==> config.mk <==
export PLATFORM = sky130hd
export DESIGN_NAME = i2c_master_arbiter
export DESIGN_NICKNAME = d
export VERILOG_FILES = /design/src/rtl/i2c_master_arbiter.sv
export SDC_FILE = /design/constraint.sdc
export NUM_CORES = 1
export LEC_CHECK = 0
export ABC_AREA = 1
export BUFFER_PORTS_ARGS = -buffer_cell sky130_fd_sc_hd__buf_2
export CAP_MARGIN = 15
export CORE_MARGIN = 8
export CORE_UTILIZATION = 45
export DETAILED_ROUTE_END_ITERATION = 12
export HOLD_SLACK_MARGIN = 0.06
export PLACE_DENSITY = 0.7
export SYNTH_ARGS = -nofsm -noshare
export SYNTH_HDL_FRONTEND = slang
export SYNTH_SLANG_ARGS = --single-unit
==> constraint.sdc <==
create_clock -name i_clk -period 2.3 [get_ports i_clk]
set_clock_uncertainty 0.1 [all_clocks]
set_input_delay 0.46 -clock i_clk [delete_from_list [all_inputs] [get_ports i_clk]]
set_output_delay 0.46 -clock i_clk [all_outputs]
set_load 0.005 [all_outputs]
==> src/rtl/i2c_master_arbiter.sv <==
// Two-requester round-robin front end for a single I2C master: latches the
// winner's address/rw/data, pulses the master enable and tracks busy with timeouts.
module i2c_master_arbiter #(
    parameter int unsigned ENABLE_CYCLES = 8,
    parameter int unsigned BUSY_TIMEOUT  = 1024
) (
    input  logic       i_clk,
    input  logic       i_rst_n,
    input  logic [1:0] i_req,
    input  logic [6:0] i_addr0,
    input  logic [6:0] i_addr1,
    input  logic       i_rw0,
    input  logic       i_rw1,
    input  logic [7:0] i_data0,
    input  logic [7:0] i_data1,
    output logic [1:0] o_grant,
    output logic [1:0] o_done,
    output logic       o_err,
    output logic       o_m_enable,
    output logic [6:0] o_m_address,
    output logic       o_m_rw,
    output logic [7:0] o_m_data,
    input  logic       i_m_busy
);

    localparam int unsigned CW = $clog2(BUSY_TIMEOUT + 1);
    localparam logic [CW-1:0] TMO_LAST = CW'(BUSY_TIMEOUT - 1);
    localparam logic [CW-1:0] EN_LAST  = CW'(ENABLE_CYCLES - 1);
    localparam logic [CW-1:0] CNT_MAX  = CW'(BUSY_TIMEOUT);
    localparam logic [CW-1:0] CNT_ONE  = CW'(1);

    typedef enum logic [1:0] {IDLE, LAUNCH, ACTIVE, DONE} state_t;

    state_t        state, state_nx;
    logic [CW-1:0] cnt, cnt_nx, cnt_inc;
    logic          seen, seen_nx;
    logic          err_flag, err_nx;
    logic          last, last_nx;
    logic          pick1;
    logic [1:0]    grant_nx;
    logic [6:0]    addr_nx;
    logic          rw_nx;
    logic [7:0]    data_nx;

    always_ff @(posedge i_clk or negedge i_rst_n) begin
        if (!i_rst_n) begin
            state       <= IDLE;
            cnt         <= '0;
            seen        <= 1'b0;
            err_flag    <= 1'b0;
            last        <= 1'b1;
            o_grant     <= '0;
            o_m_address <= '0;
            o_m_rw      <= 1'b0;
            o_m_data    <= '0;
        end else begin
            state       <= state_nx;
            cnt         <= cnt_nx;
            seen        <= seen_nx;
            err_flag    <= err_nx;
            last        <= last_nx;
            o_grant     <= grant_nx;
            o_m_address <= addr_nx;
            o_m_rw      <= rw_nx;
            o_m_data    <= data_nx;
        end
    end

    assign cnt_inc = (cnt == CNT_MAX) ? cnt : cnt + 1'b1;
    assign pick1   = (i_req == 2'b11) ? ~last : i_req[1];

    // cnt measures cycles since launch start until busy is seen, then is
    // restarted at 1 so it measures cycles since busy was first sampled high.
    always_comb begin
        state_nx = state;
        cnt_nx   = cnt;
        seen_nx  = seen;
        err_nx   = err_flag;
        last_nx  = last;
        grant_nx = o_grant;
        addr_nx  = o_m_address;
        rw_nx    = o_m_rw;
        data_nx  = o_m_data;
        case (state)
            IDLE: begin
                if (|i_req) begin
                    state_nx = LAUNCH;
                    grant_nx = pick1 ? 2'b10 : 2'b01;
                    addr_nx  = pick1 ? i_addr1 : i_addr0;
                    rw_nx    = pick1 ? i_rw1 : i_rw0;
                    data_nx  = pick1 ? i_data1 : i_data0;
                    cnt_nx   = '0;
                    seen_nx  = 1'b0;
                    err_nx   = 1'b0;
                end
            end
            LAUNCH: begin
                if (i_m_busy) begin
                    state_nx = ACTIVE;
                    seen_nx  = 1'b1;
                    cnt_nx   = CNT_ONE;
                end else if (cnt == TMO_LAST) begin
                    state_nx = DONE;
                    err_nx   = 1'b1;
                end else begin
                    cnt_nx = cnt_inc;
                    if (cnt == EN_LAST) state_nx = ACTIVE;
                end
            end
            ACTIVE: begin
                if (!seen && i_m_busy) begin
                    seen_nx = 1'b1;
                    cnt_nx  = CNT_ONE;
                end else if (seen && !i_m_busy) begin
                    state_nx = DONE;
                end else if (cnt == TMO_LAST) begin
                    state_nx = DONE;
                    err_nx   = 1'b1;
                end else begin
                    cnt_nx = cnt_inc;
                end
            end
            DONE: begin
                state_nx = IDLE;
                grant_nx = '0;
                last_nx  = o_grant[1];
            end
            default: state_nx = IDLE;
        endcase
    end

    assign o_m_enable = (state == LAUNCH);
    assign o_done     = (state == DONE) ? o_grant : 2'b00;
    assign o_err      = (state == DONE) && err_flag;

endmodule
Word level (Yosys, flattened, before mapping)
Cells that the tools add are included.
{ "op_classes": {"n_eq_ne": 16, "mux": 32, "n_addsub": 1, "n_bitwise": 1, "n_reduce_logical": 15} }
{ "ops": {"columns": ["cell", "n"], "rows": [
  ["two-way mux 11 bit", 6],
  ["one-hot mux 11 bit (3 select lines)", 1],
  ["two-way mux 2 bit", 10],
  ["adder 11 x 1 -> 11 bit (second input constant)", 1],
  ["== test 11 x 10 -> 1 bit (second input constant)", 1],
  ["== test 11 bit (second input constant)", 1],
  ["== test 11 x 3 -> 1 bit (second input constant)", 1],
  ["inequality test 2 bit (second input constant)", 5],
  ["two-way mux 1 bit", 9],
  ["two-way mux 8 bit", 1],
  ["one-hot mux 2 bit (4 select lines)", 1],
  ["AND reduction 4 bit", 2],
  ["two-way mux 7 bit", 1],
  ["== test 2 bit (second input constant)", 3],
  ["inequality test 3 bit (second input constant)", 2],
  ["one-hot mux 1 bit (3 select lines)", 2],
  ["AND reduction 5 bit", 1],
  ["inequality test 4 x 1 -> 1 bit (second input constant)", 1],
  ["one-hot mux 2 bit (2 select lines)", 1],
  ["AND reduction 2 bit", 2],
  ["logical AND 1 bit", 3],
  ["AND reduction 3 bit", 1],
  ["nonzero test 3 bit", 1],
  ["== test 2 x 1 -> 1 bit (second input constant)", 1],
  ["other kinds (6)", 7]
]} }
{ "word_totals": {"output_inout_bits": 22, "wordCells": 74, "input_bits": 37, "register_bits": 34} }

Depth between registers and ports, before layout
{ "logic_depth": {"ltp_word": 6, "ltp_mapped": 11, "mapped_depth_nobuf": 11} }

Worst setup path before layout
No wires, ideal clock.
{ "synth_path": {"path_type": "reg2reg", "start": "reg state[0]", "end": "reg cnt[0]", "path_stages_with_launch": 11, "slack_ns": 0.644, "required_time_ns": 2.081, "period_less_slack_ns": 1.656, "arrival_ns": 1.437, "setup_time_ns": 0.119, "n_path_buf": 1, "path_cell_list": "dfrtp_1 -> inv_1 -> ha_1 -> inv_1 -> nor2_1 -> nor2_4 -> buf_6 -> a21oi_1 -> nand2_1 -> nand2_1 -> nor2_1"} }
{ "synth_between": {"elab_chain_len": 3, "word_cells_on_any_way": 8, "classes_between": "eq/ne: 4; mux: 1; reduce/logical: 3"} }
{ "synth_rtl": {"columns": ["item", "line", "source"], "rows": [
  ["start, declared", "34", "state_t state, state_nx;"],
  ["start signal, assigned", "57", "state <= state_nx;"],
  ["== test 2 bit, or another cell as far along", "84", "case (state)"],
  ["inequality test 3 bit (no line), or another cell as far along", null, null],
  ["AND reduction 3 bit (no line)", null, null],
  ["end signal, assigned", "58", "cnt <= cnt_nx;"],
  ["end, declared", "35", "logic [CW-1:0] cnt, cnt_nx, cnt_inc;"]
]} }
Parallel ways exist; a longest one is shown, timed or not.
A chain may end at the register's enable or synchronous reset.

Final worst setup path
{ "layout_path": {"start": "reg state[0]", "end": "reg cnt[2]"} }
The elaborated chain is that of the path after synthesis.

==> flow_metrics.tcl <==
set metrics [dict create \
    ant_nets 0 \
    async_flop_share_pct 100 \
    antenna_found_initial 0 \
    cts_buffers 5 \
    seq_area_frac_synth_pct 40.4 \
    critical_path_arrival_ns 2.07 \
    clkSlewWorstSetupHoldPaths_ns 0.07 \
    final_area_sq_um 2530 \
    crit_type "register to register" \
    std_cell_rows 25 \
    yosys_register_bits 34 \
    wl_microns 5240 \
    cpPeakStageDelay_ns 0.42 \
    grt_max_degree 35 \
    tightest_slew_ns 0.750 \
    grt_overflow 0 \
    gp_congestion 0.883 \
    start_util_pct 45.5 \
    portBuffers 58 \
    cts_resized 0 \
    clock_sinks 34 \
    status "completed" \
    cts_tree "yes" \
    wl_per_cell_microns 12.7 \
    p_per_area_nw_per_um2 1070 \
    drive_above_1_share_pct 22.7 \
    hp-class "primary input to async pin" \
    rsz0062_at_grt "no" \
    timing_hold_violations_final 0 \
    endpoint_kind "register" \
    clk_latency_ns 0.29 \
    final_cells 411 \
    synth_nets 342 \
    grt_pass1_wl_microns 9320 \
    synth_edf_count 0 \
    clock.fmax_mhz 510 \
    fin_crit_ns 1.96 \
    die-area_sq_um 7130 \
    crit_path_top_delay_cell "dfrtp_1" \
    setup_tns_ns 0 \
    fin_crit_sh_pct 85.3 \
    ioPinCount 59 \
    vdd_ir_drop_max_mv 0.431 \
    route.detailed.drc 0 \
    syn-cell-area_sq_um 2110 \
    layout_commonest_cell "nand2_1" \
    cap_violations 0 \
    yosys_most_used_dff "dfrtp_1" \
    die_h_microns 84.4 \
    synth_warnings 0 \
    place_area_sq_um 2420 \
    grt_pass1_vias 2121 \
    fin_nets 400 \
    drt_iter0_markers 72 \
    viasPerCell 4.94 \
    syn_avg_cell_area_sq_um 7.07 \
    n_antenna_cell 0 \
    start_kind "register" \
    final_core_util_pct 54.6 \
    timing.final.ws_setup_ns 0.337 \
    die_w_microns 84.4 \
    grt_use_total_pct 15.8 \
    postCtsHoldBufs 0 \
    required_ns 2.41 \
    area_delta_synth_final_pct 19.9 \
    core_sq_um 4630 \
    synth_cells 298 \
    cts_root_buffer "clkbuf_8" \
    dr.pass1.iters 4 \
    place_ws_ns 0.375 \
    ys_types 29 \
    power.leakage_nw 1.38 \
    slew_viol_final 0 \
    cp_max_fo 11 \
    slew_headroom_pct 50.0 \
    layout_common_cells "nand2_1, buf_2, o21ai_0" \
    dp_hpwl_microns 3950 \
    dpl.cell_count 403 \
    setup_viol 0 \
    vias 2030 \
    htreeDepth 2 \
    path_cells "inv_1, ha_1, nand2_1, nand2_1, nor2_4, inv_2, nor2_4, nand3_1, o21ai_1" \
    postCtsSetupBuffers 0 \
    cts_max_path_buffers 2 \
]
## kinds of logic after synthesis
kind of cell	after synthesis	share of synthesized area (%)
AO/OA/AOI/OAI	52	12.9
XOR/XNOR	1	0.416
adder cells (fa/ha/maj)	7	4.15
buffers and inverters	41	8.66
flip-flops	34	40.4
AND/OR/NAND/NOR	163	33.5
## through the flow
stage	hold WS [ns]	total power, W
after CTS	0.167	0.00274
after global routing	0.203	0.00300
final	0.135	0.00270
after detailed placement	0.366	0.00217
after floorplan	0.0644	0.00176
after global placement	0.358	0.00215
## worst max-delay path: cells and delay by family, from the launching register on
kind            cells  cell delay, ns
compound gates      1            0.08
simple gates        5            0.78
buf+inv             2            0.24
fa+ha+maj           1            0.24
flops               1            0.42
## layout make-up
cell class	instances	area [sq um]
Multi-Input combinational cell	223	1070
Inverter	32	120
Clock buffer	6	72.6
Tap cell	54	67.6
Sequential cell	34	852
Clock inverter	2	37.5
Timing Repair Buffer	60	305
Fill cell	447	2100
## layer usage
| metal | part of all wire [%] | vias to the layer above | GRT usage, % |
|---|---|---|---|
| li1 | - | 1062 | - |
| met1 | 47 | 886 | 19.0 |
| met2 | 43 | 74 | 24.4 |
| met3 | 8.1 | 8 | 5.66 |
| met4 | 1.7 | 0 | 8.09 |
| met5 | 0 | - | 0 |
## worst paths after layout
check                      slack [ns]                         end  cells past startpoint            startpoint
max                              0.34          cnt[2]$_DFFE_PN0P_                      9  state[0]$_DFFE_PN0P_
min                              0.13            seen$_DFFE_PN0P_                      1               i_rst_n
max reg2reg                      0.34          cnt[2]$_DFFE_PN0P_                      9  state[0]$_DFFE_PN0P_
min reg2reg                      0.38            last$_DFFE_PN1P_                      2      last$_DFFE_PN1P_
max in group asynchronous        1.48     o_m_data[3]$_DFFE_PN0P_                      1               i_rst_n
min in group i_clk               0.33  o_m_address[5]$_DFFE_PN0P_                      3            i_addr1[5]
## sequential cells by signal, indices dropped and copies added, names as in the netlist
name and cells:
last 1, o_m_rw 1, seen 1, cnt 11, o_grant 2, err_flag 1
state 2, o_m_data 8, o_m_address 7
## report_power, final
group          internal (W)  switching, W  total [W]
combinational      0.000460      0.000742    0.00120
sequential         0.000811      0.000140   0.000951
clock              0.000323      0.000223   0.000546
## cells in the mapped netlist, types with 2 or more instances
cell     count  area (sq um)
buf_6        2          22.5
nand2_1     88           330
o21ai_1      4          20.0
buf_4        3          22.5
ha_1         7          87.6
nor2_4       4          45.0
inv_1       30           113
o22ai_1      2          12.5
nand2_2      3          18.8
dfrtp_1     33           826
o21ai_0     40           200
a21oi_1      3          15.0
inv_2        2          7.51
nand3_1     24           120
nor2_1      39           146
Power figures use the tool's default switching activity.
